[src/rtl/lru_ui_pkg.sv]
// Shared definitions for the board UI controller: mode encodings, buffer geometry
// and the cyclic search used by the auto-scan engine.
package lru_ui_pkg;

  localparam int BUF_DEPTH = 8;
  localparam int IDX_W     = 3;

  // One-hot mode codes, also consumed directly by the display mux.
  typedef enum logic [2:0] {
    MODE_IDLE   = 3'b000,
    MODE_CNT    = 3'b100,
    MODE_LRU_WR = 3'b010,
    MODE_LRU_RD = 3'b001
  } mode_e;

  // Next occupied slot after ptr, wrapping 7->0; ptr itself is tried last.
  function automatic logic [IDX_W-1:0] next_occupied(
    input logic [IDX_W-1:0]     ptr,
    input logic [BUF_DEPTH-1:0] pres
  );
    logic [IDX_W-1:0] cand;
    logic [IDX_W-1:0] res;
    logic             found;
    res   = ptr;
    found = 1'b0;
    for (int k = 1; k <= BUF_DEPTH; k++) begin
      cand = ptr + k[IDX_W-1:0];
      if (!found && pres[cand]) begin
        res   = cand;
        found = 1'b1;
      end
    end
    return res;
  endfunction

endpackage

[src/rtl/lru_ui_ctrl_debounce.sv]
// Per-button debouncer: a level is accepted after DEBOUNCE_CYCLES consecutive
// differing samples; press_o flags the rising edge of the accepted level.
module btn_debounce #(
  parameter logic [15:0] DEBOUNCE_CYCLES = 16'd50000
) (
  input  logic clk_i,
  input  logic rst_n_i,
  input  logic raw_i,
  output logic level_o,
  output logic press_o
);

  logic [15:0] r_cnt;
  logic        r_level;
  logic        r_level_d;
  logic        w_diff;

  assign w_diff = raw_i ^ r_level;

  // raw_i is taken as already synchronous to clk_i; any mismatch run restarts on agreement.
  always_ff @(posedge clk_i) begin
    if (!rst_n_i) begin
      r_cnt     <= 16'd0;
      r_level   <= 1'b0;
      r_level_d <= 1'b0;
    end else begin
      r_level_d <= r_level;
      if (!w_diff) begin
        r_cnt <= 16'd0;
      end else if (r_cnt == DEBOUNCE_CYCLES - 16'd1) begin
        r_level <= raw_i;
        r_cnt   <= 16'd0;
      end else begin
        r_cnt <= r_cnt + 16'd1;
      end
    end
  end

  assign level_o = r_level;
  assign press_o = r_level & ~r_level_d;

endmodule

[src/rtl/lru_ui_ctrl.sv]
// UI front end: debounced buttons drive the mode FSM, one-cycle strobes to the
// event counter / LRU buffer, and the read-mode index (manual or auto-scan).
module lru_ui_ctrl
  import lru_ui_pkg::*;
#(
  parameter logic [15:0] DEBOUNCE_CYCLES = 16'd50000,
  parameter logic [31:0] SCAN_PERIOD     = 32'd100000000
) (
  input  logic                 clk_i,
  input  logic                 rst_n_i,
  input  logic                 btnu_i,
  input  logic                 btnl_i,
  input  logic                 btnr_i,
  input  logic                 btnd_i,
  input  logic                 btnc_i,
  input  logic [IDX_W-1:0]     idx_i,
  input  logic [BUF_DEPTH-1:0] buf_pres_i,
  output logic [2:0]           mode_o,
  output logic                 evc_set_o,
  output logic                 evc_rst_o,
  output logic                 lru_set_o,
  output logic                 lru_rst_o,
  output logic [IDX_W-1:0]     rd_idx_o,
  output logic                 scan_o,
  output logic                 empty_o
);

  // Bit order: u, l, r, d, c
  logic [4:0] w_raw;
  logic [4:0] w_level;
  logic [4:0] w_press;
  logic       w_unused_levels;

  assign w_raw = {btnu_i, btnl_i, btnr_i, btnd_i, btnc_i};

  for (genvar g = 0; g < 5; g++) begin : g_db
    btn_debounce #(
      .DEBOUNCE_CYCLES(DEBOUNCE_CYCLES)
    ) u_db (
      .clk_i  (clk_i),
      .rst_n_i(rst_n_i),
      .raw_i  (w_raw[g]),
      .level_o(w_level[g]),
      .press_o(w_press[g])
    );
  end

  assign w_unused_levels = ^w_level;

  logic w_press_u, w_press_l, w_press_r, w_press_d, w_press_c;
  assign {w_press_u, w_press_l, w_press_r, w_press_d, w_press_c} = w_press;

  logic w_act_c;
  logic w_act_d;
  assign w_act_d = w_press_d;
  assign w_act_c = w_press_c & ~w_press_d;

  mode_e r_mode;
  mode_e w_mode_nxt;
  logic  w_mode_hit;

  always_ff @(posedge clk_i) begin
    if (!rst_n_i) r_mode <= MODE_IDLE;
    else          r_mode <= w_mode_nxt;
  end

  // Simultaneous mode presses are ambiguous and therefore dropped.
  always_comb begin
    w_mode_nxt = r_mode;
    w_mode_hit = 1'b0;
    case ({w_press_u, w_press_l, w_press_r})
      3'b100: begin w_mode_nxt = MODE_CNT;    w_mode_hit = 1'b1; end
      3'b010: begin w_mode_nxt = MODE_LRU_WR; w_mode_hit = 1'b1; end
      3'b001: begin w_mode_nxt = MODE_LRU_RD; w_mode_hit = 1'b1; end
      default: ;
    endcase
  end

  logic w_in_cnt, w_in_wr, w_in_rd;
  assign w_in_cnt = (r_mode == MODE_CNT);
  assign w_in_wr  = (r_mode == MODE_LRU_WR);
  assign w_in_rd  = (r_mode == MODE_LRU_RD);

  logic r_evc_set, r_evc_rst, r_lru_set, r_lru_rst;

  always_ff @(posedge clk_i) begin
    if (!rst_n_i) begin
      r_evc_set <= 1'b0;
      r_evc_rst <= 1'b0;
      r_lru_set <= 1'b0;
      r_lru_rst <= 1'b0;
    end else begin
      r_evc_set <= w_in_cnt & w_act_c;
      r_evc_rst <= w_in_cnt & w_act_d;
      r_lru_set <= w_in_wr  & w_act_c;
      r_lru_rst <= (w_in_wr | w_in_rd) & w_act_d;
    end
  end

  logic             r_scan;
  logic [IDX_W-1:0] r_ptr;
  logic [31:0]      r_per_cnt;

  // Actions see the old mode; a mode entry in the same cycle still forces scan off.
  always_ff @(posedge clk_i) begin
    if (!rst_n_i) begin
      r_scan    <= 1'b0;
      r_ptr     <= '0;
      r_per_cnt <= 32'd0;
    end else begin
      if (w_in_rd && w_act_d) begin
        r_scan <= 1'b0;
        r_ptr  <= '0;
      end else if (w_in_rd && w_act_c) begin
        if (r_scan) begin
          r_scan <= 1'b0;
        end else begin
          r_scan    <= 1'b1;
          r_ptr     <= idx_i;
          r_per_cnt <= 32'd0;
        end
      end else if (r_scan) begin
        if (r_per_cnt == SCAN_PERIOD - 32'd1) begin
          r_per_cnt <= 32'd0;
          r_ptr     <= next_occupied(r_ptr, buf_pres_i);
        end else begin
          r_per_cnt <= r_per_cnt + 32'd1;
        end
      end
      if (w_mode_hit) r_scan <= 1'b0;
    end
  end

  assign mode_o    = r_mode;
  assign evc_set_o = r_evc_set;
  assign evc_rst_o = r_evc_rst;
  assign lru_set_o = r_lru_set;
  assign lru_rst_o = r_lru_rst;
  assign scan_o    = r_scan;
  assign rd_idx_o  = r_scan ? r_ptr : idx_i;
  assign empty_o   = (buf_pres_i == '0);

endmodule
[config.mk]
export PLATFORM = sky130hd
export DESIGN_NAME = lru_ui_ctrl
export DESIGN_NICKNAME = d
export VERILOG_FILES = /design/src/rtl/lru_ui_pkg.sv /design/src/rtl/lru_ui_ctrl_debounce.sv /design/src/rtl/lru_ui_ctrl.sv
export SDC_FILE = /design/constraint.sdc
export NUM_CORES = 1
export LEC_CHECK = 0
export CAP_MARGIN = 25
export CORE_MARGIN = 5
export CORE_UTILIZATION = 36
export CTS_CLUSTER_SIZE = 12
export DETAILED_ROUTE_END_ITERATION = 7
export DONT_BUFFER_PORTS = 1
export PLACE_DENSITY_LB_ADDON = 0.25
export SYNTH_ARGS = -nofsm -noshare
export SYNTH_HDL_FRONTEND = slang
export SYNTH_HIERARCHICAL = 1
export SYNTH_SLANG_ARGS = --single-unit
[constraint.sdc]
create_clock -name clk_i -period 3.5 [get_ports clk_i]
set_input_delay 0.35 -clock clk_i [delete_from_list [all_inputs] [get_ports clk_i]]
set_output_delay 0.35 -clock clk_i [all_outputs]
set_load 0.05 [all_outputs]
==> impl_metrics.json, run 1 <==
{
  "status": "complete, no violations",
  "rsz0062_at_grt": "false",
  "remaining_drc_errors": 0,
  "cts_resized": 0,
  "viasPerCell": 5.05,
  "drv_slew": 0,
  "io_pins": 30,
  "root_buffer": "clkbuf_16",
  "final_common_cell": "nor2_1",
  "leakage_nw": 2.53,
  "antenna_found_initial": 0,
  "synth_warnings": 6,
  "synthCells": 776,
  "cts.path.max_buffers": 2,
  "grt_pass1_wl_mm": 23.0,
  "detail-route-antenna-nets": 0,
  "cts_setup_buffers": 0,
  "core_area_sq_um": 18800,
  "initial_utilization": 0.367,
  "ff2ff_path_depth": 9,
  "synth-seq-cells": 133,
  "multi_input_comb_area_sq_um": 3980,
  "fin_crit_sh": 0.866,
  "netlist.area_leader.share": 0.387,
  "cts_made_buffers": 17,
  "r2r_setup_slack_ns": 0.47,
  "layout_common_cells": "138 x nor2_1, 133 x dfxtp_1, 83 x xnor2_1, 57 x nand2_1, 35 x nand3_1",
  "period_needed_ns": 3.03,
  "track_usage": 0.126,
  "final_nets": 809,
  "ir_drop_v": 0.000351,
  "drt_wl_total_mm": 13.5,
  "wl_met1_mm": 6.67,
  "end_kind": "flop",
  "core.rowCount": 50,
  "synth_area_leader_cell": "dfxtp_1",
  "area_growth_pct": 12.4,
  "hold_path_class": "primary input to flop",
  "cap_violations": 0,
  "fin_tns_setup_ns": 0,
  "dpl_cell_area_sq_um": 7100,
  "route.met2.wl_mm": 6.06,
  "clk_pin_slew_ns": 0.06,
  "finalPower_mw": 3.50,
  "crit_fanout": 10,
  "drt_iter0_markers": 236,
  "crit_type": "flop to flop",
  "postLayoutCellArea_sq_um": 7740,
  "fin_skew_ns": 0.00635,
  "diodes": 0,
  "yosysSeqAreaShare": 0.387,
  "critPathRequiredTime_ns": 3.80,
  "wire_per_inst_um": 13.1,
  "dr.pass1.iters": 4,
  "die_y_um": 148,
  "vias": 5205,
  "synthesis.area_sq_um": 6880,
  "ctsHoldBuffers": 0,
  "io_buffers": 0,
  "dieArea_sq_um": 22000,
  "htree_levels": 4,
  "dr.max_layer_used": "met4",
  "crit_path_start_kind": "flop",
  "die_width_um": 148,
  "max_freq_mhz": 330,
  "syn_area_per_cell_sq_um": 8.87,
  "synth.area.top_cells": "dfxtp_1 39%, xnor2_1 11%, nor2_1 7.5%",
  "slew_headroom": 0.404,
  "drive_above_1_share": 0.0967,
  "crit_arrival_ns": 3.33,
  "cellPowerDensity_nw_per_um2": 452,
  "setup_viol": 0,
  "synth_cell_types": 68,
  "dr_wl_met3_um": 577,
  "worstMarginPinSlew_ns": 0.891,
  "synth_edf_count": 0,
  "synth_nets": 802,
  "gp_congestion": 0.821,
  "nFillCells": 1867,
  "synth_flop_cell": "dfxtp_1",
  "grt_max_degree": 33,
  "async_reset_ff_frac": 0,
  "hold_viol": 0,
  "grt.overflow.total": 0,
  "cts_sinks": 133,
  "clock_latency_ns": 0.41,
  "hpwl_mm": 9.46,
  "cts_tree": "built",
  "grt_pass1_vias": 4887,
  "hold_depth": 2,
  "regArea_sq_um": 2660
}
synthesized netlist by cell type, types with 3 or more instances:
cell / number
a21boi_0: 3
a21oi_1: 11
a22oi_1: 3
and2_1: 8
and3_1: 14
buf_4: 3
buf_6: 6
clkbuf_1: 6
dfxtp_1: 133
ha_1: 8
inv_1: 29
mux2_2: 3
mux2i_1: 17
mux4_2: 4
nand2_1: 57
nand2b_1: 3
nand3_1: 35
nand3_2: 15
nand4_1: 18
nand4_2: 5
nand4b_1: 5
nor2_1: 138
nor2b_1: 6
nor3_1: 20
nor3b_1: 3
nor4_1: 32
nor4b_1: 8
nor4bb_1: 10
o21ai_0: 11
o221ai_1: 3
xnor2_1: 83
xor2_1: 29
final timing paths:
kind                                    start                           endpoint
min reg2reg  g_db[4].u_db/r_cnt[0]$_SDFF_PP0_   g_db[4].u_db/r_cnt[0]$_SDFF_PP0_
min                                    btnr_i  g_db[2].u_db/level_o$_SDFFE_PN0P_
max                     r_ptr[0]$_SDFFE_PP0P_              r_ptr[0]$_SDFFE_PP0P_
max reg2reg             r_ptr[0]$_SDFFE_PP0P_              r_ptr[0]$_SDFFE_PP0P_
flip-flops by register name, indices dropped and copies added, names as in the netlist:
signal / count
r_per_cnt: 32
g_db.u_db/r_level_d: 5
r_ptr: 3
evc_rst_o: 1
g_db.u_db/r_cnt: 80
lru_rst_o: 1
scan_o: 1
g_db.u_db/level_o: 5
lru_set_o: 1
mode_o: 3
evc_set_o: 1
report_power, final:
part | leakage (nW) | total, mW | internal [mW] | switching (mW)
Combinational | 1.15 | 0.0868 | 0.0297 | 0.0572
Clock | 0.312 | 1.89 | 1.25 | 0.635
Sequential | 1.07 | 1.53 | 1.52 | 0.00618
Total | 2.53 | 3.50 | 2.80 | 0.699
cell type report:
| class | count | area share |
|---|---|---|
| clock buffers | 25 | 0.0679 |
| flip-flops and latches | 133 | 0.344 |
| multi-input cells | 595 | 0.514 |
| repair buffers | 7 | 0.00679 |
| clock inverters | 7 | 0.0149 |
| inverters | 29 | 0.0141 |
| well taps | 234 | 0.0378 |
worst max-delay path, cell delays in order, from the launching register on:
cell     delay [ns]
dfxtp_1        0.32
inv_1          0.07
ha_1           0.55
mux2i_1        0.33
mux2i_1        0.14
o221a_2        0.33
nor3_1         0.52
a22oi_1        0.20
a211o_1        0.33
o211a_1        0.12
cell families after synthesis:
| family | Yosys count | share of synthesized area |
|---|---|---|
| and+or+nand+nor | 393 | 0.306 |
| DFF | 133 | 0.387 |
| xor gates and xnor gates | 113 | 0.145 |
| AOI/OAI and AO/OA | 54 | 0.0607 |
| buffers and inverters | 48 | 0.0347 |
| muxes | 27 | 0.0524 |
| adders and majority gates | 8 | 0.0145 |
routing by layer:
| metal | track usage | vias up |
|---|---|---|
| li1 | - | 2733 |
| met1 | 0.166 | 2401 |
| met2 | 0.195 | 61 |
| met3 | 0.0369 | 10 |
| met4 | 0.0480 | 0 |
| met5 | 0 | - |
through the flow:
stage               worst slack (ns)  std cells  hold slack (ns)   util
floorplan                     0.0779        776            0.440      -
global placement               0.576        998            0.454  0.378
detailed placement             0.498        998            0.463  0.378
CTS                            0.480       1030           0.0463  0.412
global route                   0.230       1030           0.0626  0.412
finish                         0.469       1030           0.0767  0.412
(Power assumes the default switching activity.)
==> run 2: changes to the inputs <==
- MAX_ROUTING_LAYER: unset -> met4
==> impl_metrics.json, run 2 (same netlist as run 1, synthesis figures left out) <==
{
  "hold_viol": 0,
  "setup_viol": 0,
  "diodes": 0,
  "crit_type": "flop to flop",
  "drt_wl_total_mm": 13.5,
  "cellPowerDensity_nw_per_um2": 452,
  "gp_congestion": 0.833,
  "hpwl_mm": 9.46,
  "end_kind": "flop",
  "reg_top3": "g_db.u_db/r_cnt x80, r_per_cnt x32",
  "crit_arrival_ns": 3.32,
  "viasPerCell": 5.09,
  "drv_slew": 0,
  "grt_pass1_vias": 4885,
  "track_usage": 0.130,
  "drive_above_1_share": 0.0967,
  "cts.path.max_buffers": 2,
  "core.rowCount": 50,
  "vias": 5245,
  "die_y_um": 148,
  "io_pins": 30,
  "r2r-end": "r_ptr[0]$_SDFFE_PP0P_",
  "r2r_setup_slack_ns": 0.48,
  "top_register": "g_db.u_db/r_cnt",
  "crit_fanout": 10,
  "clock_latency_ns": 0.41,
  "final_nets": 809,
  "drt_iter0_markers": 248,
  "cp_slowest_cell": "ha_1",
  "slew_headroom": 0.406,
  "ff2ff_path_depth": 9,
  "cp_top_family": "compound AO/OA/AOI/OAI gates",
  "startpoint": "r_ptr[0]$_SDFFE_PP0P_",
  "r2r-start": "r_ptr[0]$_SDFFE_PP0P_",
  "cap_violations": 0,
  "ir_drop_v": 0.000350,
  "worstMarginPinSlew_ns": 0.888,
  "dr.pass1.iters": 4,
  "endpoint": "r_ptr[0]$_SDFFE_PP0P_",
  "crit_path_start_kind": "flop",
  "fin_tns_setup_ns": 0,
  "critPathRequiredTime_ns": 3.80,
  "cts_setup_buffers": 0,
  "rsz0062_at_grt": "false",
  "path_cells": "inv_1 > ha_1 > mux2i_1 > mux2i_1 > o221a_2 > nor3_1 > a22oi_1 > a211o_1 > o211a_1",
  "die_width_um": 148,
  "period_needed_ns": 3.02,
  "remaining_drc_errors": 0,
  "finalPower_mw": 3.50,
  "cts_sinks": 133,
  "area_growth_pct": 12.4,
  "max_freq_mhz": 332,
  "core_area_sq_um": 18800,
  "leakage_nw": 2.53,
  "layout_common_cells": "138 x nor2_1, 133 x dfxtp_1, 83 x xnor2_1, 57 x nand2_1, 35 x nand3_1",
  "final_common_cell": "nor2_1",
  "grt_max_degree": 33,
  "io_buffers": 0,
  "crit_buf_inv": 1,
  "root_buffer": "clkbuf_16",
  "crit_top_cell": "mux2i_1",
  "clk_pin_slew_ns": 0.06,
  "slowest_delay_ns": 0.54,
  "cts_tree": "built",
  "initial_utilization": 0.367,
  "wire_per_inst_um": 13.1,
  "cts_made_buffers": 17,
  "fin_crit_sh": 0.861,
  "largest_reg_flops": 80,
  "dieArea_sq_um": 22000,
  "grt.overflow.total": 0,
  "antenna_found_initial": 0,
  "status": "complete, no violations",
  "path_depth": 9,
  "hold_path_class": "primary input to flop",
  "htree_levels": 4,
  "detail-route-antenna-nets": 0,
  "grt_pass1_wl_mm": 23.0,
  "ctsHoldBuffers": 0,
  "cts_resized": 0,
  "fin_skew_ns": 0.00582
}
run 2: cell counts in the layout (fill, tap and decap cells not counted):
Identical to the previous run, type by type.
run 2: layer usage:
layer / track usage / part of all wire / vias to the layer above
li1: - / - / 2739
met1: 0.166 / 0.49 / 2436
met2: 0.195 / 0.45 / 60
met3: 0.0369 / 0.044 / 10
met4: 0.0480 / 0.012 / 0
met5: - / 0 / -
run 2: power breakdown:
| part | total, mW | switching, mW | internal, mW |
|---|---|---|---|
| sequential | 1.53 | 0.00618 | 1.52 |
| clock | 1.89 | 0.633 | 1.25 |
| combinational | 0.0868 | 0.0572 | 0.0297 |
| total | 3.50 | 0.697 | 2.80 |
run 2: final cells by class:
cell class	instances	area, sq um
clock inverter	7	115
clock buffer	25	526
timing repair buffer	7	52.6
fill	1867	11000
sequential	133	2660
inverter	29	109
multi-input combinational	595	3980
tap	234	293
run 2: how the worst min path moves through the flow:
| stage | start | to | slack [ns] | cells after the start |
|---|---|---|---|---|
| 4_1_cts | rst_n_i | mode_o[1]$_SDFFE_PN0P_ | 0.05 | 1 |
| 5_1_grt | rst_n_i | g_db[4].u_db/r_cnt[2]$_SDFF_PP0_ | 0.06 | 1 |
| 3_5_place_dp | g_db[3].u_db/r_cnt[0]$_SDFF_PP0_ | g_db[3].u_db/r_cnt[0]$_SDFF_PP0_ | 0.46 | 1 |
| 3_3_place_gp | g_db[4].u_db/r_cnt[0]$_SDFF_PP0_ | g_db[4].u_db/r_cnt[0]$_SDFF_PP0_ | 0.45 | 1 |
| 2_1_floorplan | g_db[0].u_db/r_cnt[0]$_SDFF_PP0_ | g_db[0].u_db/r_cnt[0]$_SDFF_PP0_ | 0.44 | 1 |
| 6_report | btnr_i | g_db[2].u_db/level_o$_SDFFE_PN0P_ | 0.08 | 2 |
run 2: metrics by stage:
| step | util | hold slack [ns] | area, sq um | std cells | setup WS, ns |
|---|---|---|---|---|---|
| after global placement | 0.378 | 0.454 | 7100 | 998 | 0.576 |
| after global routing | 0.412 | 0.0626 | 7740 | 1030 | 0.229 |
| after detailed placement | 0.378 | 0.463 | 7100 | 998 | 0.498 |
| after floorplan | - | 0.440 | 6880 | 776 | 0.0779 |
| final | 0.412 | 0.0775 | 7740 | 1030 | 0.485 |
| after CTS | 0.412 | 0.0463 | 7740 | 1030 | 0.480 |
